[src/rtl/pixel_stream_source_pkg.sv]
// Shared constants and FSM encoding for the raster pixel source.
package pixel_stream_source_pkg;
   localparam int unsigned FRAME_WIDTH_DEF  = 640;
   localparam int unsigned FRAME_HEIGHT_DEF = 480;
   localparam int unsigned PIXEL_SIZE_DEF   = 24;
   localparam int unsigned HBLANK_DEF       = 16;
   localparam int unsigned COORD_W          = 32;

   typedef enum logic [1:0] {
      ST_IDLE,
      ST_ACTIVE,
      ST_HBLANK,
      ST_DRAIN
   } state_t;
endpackage

[src/rtl/pixel_stream_source_if.sv]
// Pixel stream handshake: en/x/y/data forward, ready backward.
interface pixel_stream_source_if
   import pixel_stream_source_pkg::*;
#(
   parameter int unsigned PIXEL_SIZE = PIXEL_SIZE_DEF
);
   logic                  en;
   logic [COORD_W-1:0]    x;
   logic [COORD_W-1:0]    y;
   logic [PIXEL_SIZE-1:0] data;
   logic                  ready;

   modport master (output en, x, y, data, input ready);
   modport slave  (input en, x, y, data, output ready);
endinterface

[src/rtl/pixel_stream_source_skid_fifo.sv]
// Two-entry synchronous FIFO; the head is read straight from storage registers.
module skid_fifo #(
   parameter int unsigned DATA_WIDTH = 88
) (
   input  logic                  clk,
   input  logic                  reset,
   input  logic                  i_push,
   input  logic [DATA_WIDTH-1:0] i_data,
   input  logic                  i_pop,
   output logic [DATA_WIDTH-1:0] o_data,
   output logic                  o_full,
   output logic                  o_empty,
   output logic [1:0]            o_count
);
   logic [DATA_WIDTH-1:0] r_mem [2];
   logic                  r_wptr;
   logic                  r_rptr;
   logic [1:0]            r_count;
   logic                  w_push;
   logic                  w_pop;

   assign w_pop  = i_pop && (r_count != 2'd0);
   assign w_push = i_push && ((r_count != 2'd2) || w_pop);

   always_ff @(posedge clk or posedge reset) begin
      if (reset) begin
         r_mem[0] <= '0;
         r_mem[1] <= '0;
         r_wptr   <= 1'b0;
         r_rptr   <= 1'b0;
         r_count  <= 2'd0;
      end else begin
         if (w_push) begin
            r_mem[r_wptr] <= i_data;
            r_wptr        <= ~r_wptr;
         end
         if (w_pop) r_rptr <= ~r_rptr;
         case ({w_push, w_pop})
            2'b10:   r_count <= r_count + 2'd1;
            2'b01:   r_count <= r_count - 2'd1;
            default: r_count <= r_count;
         endcase
      end
   end

   assign o_data  = r_mem[r_rptr];
   assign o_full  = (r_count == 2'd2);
   assign o_empty = (r_count == 2'd0);
   assign o_count = r_count;
endmodule

[src/rtl/pixel_stream_source.sv]
// Reads one frame in raster order from a 1-cycle-latency memory and streams it with
// x/y tags, horizontal blanking and credit-based backpressure into a 2-entry skid FIFO.
module pixel_stream_source
   import pixel_stream_source_pkg::*;
#(
   parameter int unsigned FRAME_WIDTH  = FRAME_WIDTH_DEF,
   parameter int unsigned FRAME_HEIGHT = FRAME_HEIGHT_DEF,
   parameter int unsigned HBLANK       = HBLANK_DEF,
   parameter int unsigned ADDR_WIDTH   = 19,
   parameter int unsigned PIXEL_SIZE   = PIXEL_SIZE_DEF
) (
   input  logic                  clk,
   input  logic                  reset,
   input  logic                  start,
   output logic                  mem_rd_en,
   output logic [ADDR_WIDTH-1:0] mem_addr,
   input  logic [PIXEL_SIZE-1:0] mem_data,
   output logic                  busy,
   output logic                  frame_done,
   pixel_stream_source_if.master pix
);
   localparam int unsigned TAG_W   = PIXEL_SIZE + 2 * COORD_W;
   localparam int unsigned HB_W    = (HBLANK > 1) ? $clog2(HBLANK) : 1;
   localparam int unsigned HB_LAST = (HBLANK > 0) ? HBLANK - 1 : 0;

   state_t                r_state;
   logic [COORD_W-1:0]    r_rx;
   logic [COORD_W-1:0]    r_ry;
   logic [COORD_W-1:0]    r_tag_x;
   logic [COORD_W-1:0]    r_tag_y;
   logic [ADDR_WIDTH-1:0] r_addr;
   logic [HB_W-1:0]       r_hb_cnt;
   logic                  r_pend;
   logic                  r_frame_done;

   logic                  w_pop;
   logic                  w_issue;
   logic                  w_credit_ok;
   logic                  w_row_end;
   logic                  w_last_rd;
   logic                  w_last_xfer;
   logic                  w_full;
   logic                  w_empty;
   logic [1:0]            w_count;
   logic [2:0]            w_slots;
   logic [TAG_W-1:0]      w_head;

   assign w_pop = pix.en && pix.ready;

   // A pixel leaving this cycle frees its slot in time for a read issued now.
   assign w_slots     = {1'b0, w_count} + {2'b00, r_pend} - {2'b00, w_pop};
   assign w_credit_ok = !(w_full && !w_pop) && (w_slots < 3'd2);
   assign w_issue     = (r_state == ST_ACTIVE) && w_credit_ok;

   assign w_row_end   = (r_rx == COORD_W'(FRAME_WIDTH - 1));
   assign w_last_rd   = w_row_end && (r_ry == COORD_W'(FRAME_HEIGHT - 1));
   // In DRAIN every read is issued, so the final entry leaving with nothing in flight is the last pixel.
   assign w_last_xfer = w_pop && (r_state == ST_DRAIN) && (w_count == 2'd1) && !r_pend;

   always_ff @(posedge clk or posedge reset) begin
      if (reset) begin
         r_state      <= ST_IDLE;
         r_rx         <= '0;
         r_ry         <= '0;
         r_tag_x      <= '0;
         r_tag_y      <= '0;
         r_addr       <= '0;
         r_hb_cnt     <= '0;
         r_pend       <= 1'b0;
         r_frame_done <= 1'b0;
      end else begin
         r_frame_done <= w_last_xfer;
         r_pend       <= w_issue;
         if (w_issue) begin
            r_tag_x <= r_rx;
            r_tag_y <= r_ry;
         end
         case (r_state)
            ST_IDLE: begin
               // The frame_done cycle still counts as busy for start.
               if (start && !r_frame_done) begin
                  r_state <= ST_ACTIVE;
                  r_rx    <= '0;
                  r_ry    <= '0;
                  r_addr  <= '0;
               end
            end
            ST_ACTIVE: begin
               if (w_issue) begin
                  r_addr <= r_addr + ADDR_WIDTH'(1);
                  if (w_row_end) begin
                     r_rx <= '0;
                     if (w_last_rd) begin
                        r_state <= ST_DRAIN;
                     end else begin
                        r_ry <= r_ry + COORD_W'(1);
                        if (HBLANK > 0) begin
                           r_state  <= ST_HBLANK;
                           r_hb_cnt <= '0;
                        end
                     end
                  end else begin
                     r_rx <= r_rx + COORD_W'(1);
                  end
               end
            end
            ST_HBLANK: begin
               if (r_hb_cnt == HB_W'(HB_LAST)) r_state  <= ST_ACTIVE;
               else                            r_hb_cnt <= r_hb_cnt + HB_W'(1);
            end
            ST_DRAIN: begin
               if (w_last_xfer) r_state <= ST_IDLE;
            end
            default: r_state <= ST_IDLE;
         endcase
      end
   end

   skid_fifo #(.DATA_WIDTH(TAG_W)) u_skid (
      .clk     (clk),
      .reset   (reset),
      .i_push  (r_pend),
      .i_data  ({mem_data, r_tag_y, r_tag_x}),
      .i_pop   (w_pop),
      .o_data  (w_head),
      .o_full  (w_full),
      .o_empty (w_empty),
      .o_count (w_count)
   );

   assign mem_rd_en  = w_issue;
   assign mem_addr   = r_addr;
   assign busy       = (r_state != ST_IDLE) || !w_empty || r_pend;
   assign frame_done = r_frame_done;

   assign pix.en   = !w_empty;
   assign pix.x    = w_head[COORD_W-1:0];
   assign pix.y    = w_head[2*COORD_W-1:COORD_W];
   assign pix.data = w_head[TAG_W-1:2*COORD_W];
endmodule

[src/flat_wrapper.sv]
// flat-port wrapper written by rule: the top's interface ports become plain ports
module pixel_stream_source_flat import pixel_stream_source_pkg::*;
#(
   parameter int unsigned FRAME_WIDTH  = FRAME_WIDTH_DEF,
   parameter int unsigned FRAME_HEIGHT = FRAME_HEIGHT_DEF,
   parameter int unsigned HBLANK       = HBLANK_DEF,
   parameter int unsigned ADDR_WIDTH   = 19,
   parameter int unsigned PIXEL_SIZE   = PIXEL_SIZE_DEF
)
  (clk, reset, start, mem_rd_en, mem_addr, mem_data, busy, frame_done, pix_en, pix_x, pix_y, pix_data, pix_ready);
  pixel_stream_source_if #(.PIXEL_SIZE(PIXEL_SIZE)) pix_i ();
  input  logic clk;
  input  logic reset;
  input  logic start;
  output logic mem_rd_en;
  output logic [ADDR_WIDTH-1:0] mem_addr;
  input  logic [PIXEL_SIZE-1:0] mem_data;
  output logic busy;
  output logic frame_done;
  output wire logic [$bits(pix_i.en)-1:0] pix_en;
  output wire logic [$bits(pix_i.x)-1:0] pix_x;
  output wire logic [$bits(pix_i.y)-1:0] pix_y;
  output wire logic [$bits(pix_i.data)-1:0] pix_data;
  input wire logic [$bits(pix_i.ready)-1:0] pix_ready;
  assign pix_en = pix_i.en;
  assign pix_x = pix_i.x;
  assign pix_y = pix_i.y;
  assign pix_data = pix_i.data;
  assign pix_i.ready = pix_ready;
  pixel_stream_source #(.FRAME_WIDTH(FRAME_WIDTH), .FRAME_HEIGHT(FRAME_HEIGHT), .HBLANK(HBLANK), .ADDR_WIDTH(ADDR_WIDTH), .PIXEL_SIZE(PIXEL_SIZE)) u_core (.clk(clk), .reset(reset), .start(start), .mem_rd_en(mem_rd_en), .mem_addr(mem_addr), .mem_data(mem_data), .busy(busy), .frame_done(frame_done), .pix(pix_i));
endmodule
[config.mk]
export PLATFORM = sky130hd
export DESIGN_NAME = pixel_stream_source_flat
export DESIGN_NICKNAME = d
export VERILOG_FILES = /design/src/rtl/pixel_stream_source_pkg.sv /design/src/rtl/pixel_stream_source_if.sv /design/src/rtl/pixel_stream_source_skid_fifo.sv /design/src/rtl/pixel_stream_source.sv /design/src/flat_wrapper.sv
export SDC_FILE = /design/constraint.sdc
export NUM_CORES = 1
export LEC_CHECK = 0
export CORE_UTILIZATION = 40
export DETAILED_ROUTE_END_ITERATION = 8
export GPL_ROUTABILITY_DRIVEN = 0
export GPL_TIMING_DRIVEN = 0
export SYNTH_ARGS = -nofsm -noshare
export SYNTH_HDL_FRONTEND = slang
export SYNTH_SLANG_ARGS = --single-unit
[constraint.sdc]
create_clock -name clk -period 10.2 [get_ports clk]
set_input_delay 1.53 -clock clk [delete_from_list [all_inputs] [get_ports clk]]
set_output_delay 1.53 -clock clk [all_outputs]
set_load 0.05 [all_outputs]
==> impl_results.md <==
* Run status: finished, final reports clean
* Cells traversed along the worst timing path: clkdlybuf4s50_1 -> nand2b_4 -> buf_6 -> inv_1 -> ha_1 -> nand2b_1 -> fa_1 -> xor2_1 -> a2111o_1 -> buf_2 -> clkinv_2 -> clkbuf_1 -> clkdlybuf4s50_1
* Overflow left after global routing at 0
* Net count after synthesis at about 1,400
* Detailed-route via count at 10,600
* Crit path time final at 6.960 ns
* Antenna Cells at 0
* Horizontal extent of the die at between 150 and 200 um
* Final setup violation count at 0
* H-Tree Depth at 2
* Post-CTS Setup Bufs at 0
* Antenna violations before repair at 0
* Clock tree from TritonCTS: done
* Most frequent CP cell: sky130_fd_sc_hd__clkdlybuf4s50_1
* Int Pwr at between 3000 and 4000 uW
* Worst EP arrival at 5.43 ns
* Switching part of the total power at a little under two fifths
* Most used flip-flop cell after synthesis: sky130_fd_sc_hd__dfrtp_1
* Per-cell via count in the routed design at about 5.2
* Clock root buffer master: sky130_fd_sc_hd__clkbuf_16
* Fmax at 0.1437 GHz
* Critical path class: in -> out
* Worst setup EP type: primary output
* TritonCTS sink count at 335
* Rows at 70
* Fillers at around 3,300
* Length of the first detailed-routing pass in iterations at 5
* Worst Hold End: u_core.r_tag_y[23]$_DFFE_PP0P_
* Leakage Power at ~0.0086 uW
* Net switching power of the design at roughly 1800 uW
* Synth cell count leaders: 335 x sky130_fd_sc_hd__dfrtp_1, 264 x sky130_fd_sc_hd__mux2_2, 228 x sky130_fd_sc_hd__nand2_1
* Total number of yosys warnings at 0
* I/O pins at 139
* Netlist area before placement at roughly 15,000 um^2
* Final max-slew violation count at 0
* Unique cell type count in the Yosys netlist at 54
* CTS clk-pin slew, worst paths at about 0.05 ns
* Type of origin of the critical path: input port
* Seq/Total Area, Yosys at 55.43%
* Number of standard cells after synthesis at around 1,300
* Cts repair resizes at 0
* Worst R2R End: u_core.r_ry[14]$_DFFE_PP0P_
* Required @ worst endpoint at 8.67 ns
* Number of stages on the worst hold path at 2
* Most instantiated library cell after synthesis: sky130_fd_sc_hd__dfrtp_1
* Count of flip-flops with a built-in enable after synthesis at 0
* Share of power burned in combinational logic at 36.3%
* Critical R2R Launch: u_core.u_skid.o_count[1]$_DFFE_PP0P_
* Part of the cycle the worst path needs at 68.23%
* Half-perimeter wire length after detailed placement at 24,930 um
* Maximum cell stage delay along the critical path at ~0.94 ns
* Setup TNS Final at 0 ns
* Number of DRC violations after detailed routing at 0
* Maximum number of pins on one net before global-route repair at 44
* Dominant cells by area after synthesis: sky130_fd_sc_hd__dfrtp_1 55%, sky130_fd_sc_hd__mux2_2 20%, sky130_fd_sc_hd__nand2_1 5.7%
* Detail Route Antenna Nets at 0
* Number of maximum-capacitance constraint violations at 0
* Cell Count, Final, Fillers Out at 2,035
* Buffer levels on the longest clock path at 3
* Worst rel slew slack at 17.18%
* WL/cell at 17.26 um
* Number of violations reported at the end of detailed-routing iteration 0 at 688
* Slowest cell on crit path: sky130_fd_sc_hd__clkdlybuf4s50_1
* Worst min path class: reg -> reg
* Area added between synthesis and finish at 22.79%
* Die extent in y at 196.4 um
* Mapped Avg Cell Area at 11.46 um^2
* Dpl cells at around 2,000
* Area share of the leading cell type in the synthesized netlist at a little under three fifths
* Synth area leader: sky130_fd_sc_hd__dfrtp_1
* Clock Skews at 0.01103 ns
* Worst skew pair latency at 0.52 ns
* Number of global-route vias before repair at about 11,000
* Total global routing track utilization at 18.66%
* Number of port buffers at 138
* Starting density of the core at 41.01%
* Slew at the pin with the worst max-slew slack at approximately 1.2 ns
* Fraction of layout instances using a drive strength above 1 at between 20% and 30%
* Power density cells at 256.8 nW/um^2
* Clk pwr share at 28.7%
* Min Hold Slack at 0.4966 ns
* VDD IR max at 118.0 uV
* Reg2reg setup slack at 5.91 ns
* WL final at 35,110 um
* Placeable core region at 36,870 um^2
* Number of nets at the end of the flow at 1,543
* Highest fanout seen on the critical path at 11
* Number of buffers added by the clock tree synthesis step at 38
* RSZ-0062 raised after global routing: no
* First-pass GRT wire length at ~58,000 um
* Worst Hold Launch: u_core.r_tag_y[23]$_DFFE_PP0P_
* Worst Reg-to-Reg Cells at 17
* Area of the die at just under 40,000 um^2
* Final Hold Vio Count at 0
* Number of synthesized register bits at 335
* Share of flip-flops with an asynchronous set or reset at between 90% and 100%
* Number of hold buffers added after CTS at 0
* Portion of total power attributed to sequential cells at 35.0%
* Final core utilization at 50.36%
-- through the flow --
step	setup slack (ns)	power (uW)	instance area (um^2)
after floorplan	4.193	2885	15130
after global placement	1.812	3405	17140
after detailed placement	3.247	3434	17300
after CTS	3.221	4830	18570
after global routing	3.101	5019	18570
final	3.240	4768	18570
-- cells in the final DEF (no fill, tap or decap), types with 8 or more instances in the layout --
| cell type | instances |
|---|---|
| sky130_fd_sc_hd__and3_1 | 13 |
| sky130_fd_sc_hd__xor2_1 | 16 |
| sky130_fd_sc_hd__buf_1 | 8 |
| sky130_fd_sc_hd__nand3_1 | 32 |
| sky130_fd_sc_hd__or3_1 | 8 |
| sky130_fd_sc_hd__a21oi_1 | 21 |
| sky130_fd_sc_hd__ha_1 | 8 |
| sky130_fd_sc_hd__nor2_1 | 66 |
| sky130_fd_sc_hd__inv_1 | 21 |
| sky130_fd_sc_hd__clkbuf_16 | 41 |
| sky130_fd_sc_hd__dfrtp_1 | 335 |
| sky130_fd_sc_hd__nand2_1 | 228 |
| sky130_fd_sc_hd__nand4_1 | 24 |
| sky130_fd_sc_hd__mux2_2 | 264 |
| sky130_fd_sc_hd__buf_2 | 9 |
| sky130_fd_sc_hd__clkbuf_1 | 61 |
| sky130_fd_sc_hd__o21ai_0 | 58 |
| sky130_fd_sc_hd__clkdlybuf4s50_1 | 138 |
| sky130_fd_sc_hd__buf_12 | 8 |
| sky130_fd_sc_hd__nor4_1 | 18 |
| sky130_fd_sc_hd__o31ai_1 | 13 |
| sky130_fd_sc_hd__a31oi_1 | 15 |
| sky130_fd_sc_hd__xnor2_1 | 28 |
| sky130_fd_sc_hd__nor3_1 | 13 |
-- worst max-delay path: cells and delay by family --
kind	cells	cell delay (ns)
AOI/OAI and AO/OA	1	0.38
xor gates and xnor gates	1	0.17
and+or+nand+nor	2	0.21
adders and majority gates	2	0.60
buffers and inverters	7	2.53
-- cell families (layout without fill, tap and decap cells) --
kind of cell	Yosys count	after routing	share of synthesized area, %
adder cells (fa/ha/maj)	9	9	0.7943
multiplexers	265	265	19.72
AND/OR/NAND/NOR	440	440	13.53
buffers and inverters	97	308	2.614
AO/OA/AOI/OAI	130	130	5.361
XOR/XNOR	44	44	2.548
flip-flops	335	335	55.43
-- power by group through the flow --
stage          Combinational [uW]  Clock [uW]  Sequential, uW
6_report                     1730        1370            1670
5_1_grt                      1860        1460            1700
4_1_cts                      1750        1410            1670
3_5_place_dp                 1740           0            1690
3_3_place_gp                 1720           0            1680
2_1_floorplan                1210           0            1670
-- worst max path at each step --
stage / start / end / slack, ns / cells past startpoint
after CTS: pix_ready / mem_rd_en / 3.22 / 13
after global placement: reset / u_core.u_skid.r_mem[144]$_DFFE_PP0P_ / 1.81 / 2
final: pix_ready / mem_rd_en / 3.24 / 13
after detailed placement: pix_ready / mem_rd_en / 3.25 / 13
after global routing: pix_ready / mem_rd_en / 3.10 / 13
after floorplan: reset / u_core.frame_done$_DFF_PP0_ / 4.19 / 1
-- layer usage --
metal	vias to the layer above	wire (um)	global-route usage (%)	part of all wire (%)
met5	-	0	0	0
met4	0	837	5.961	2.4
met3	56	1790	2.772	5.1
met2	267	15740	28.85	45
met1	5297	16750	26.94	48
li1	4984	-	-	-
-- state kept, by name, summed over array words and instances, names as in the netlist --
name                   flops
u_core.frame_done          1
u_core.mem_addr           19
u_core.r_hb_cnt            4
u_core.r_pend              1
u_core.r_rx               32
u_core.r_ry               32
u_core.r_state             2
u_core.r_tag_x            32
u_core.r_tag_y            32
u_core.u_skid.o_count      2
u_core.u_skid.r_mem      176
u_core.u_skid.r_rptr       1
u_core.u_skid.r_wptr       1
-- cell type report --
class	instances	area (um^2)	area share, %
inverter	23	91.34	0.4918
sequential	335	8383	45.14
clock inverter	11	136.4	0.7344
multi-input combinational	888	6345	34.17
timing repair buffer	146	1541	8.301
tap	504	630.6	3.396
buffer	74	307.8	1.657
clock buffer	54	1135	6.111
Power figures use the tool's default switching activity.
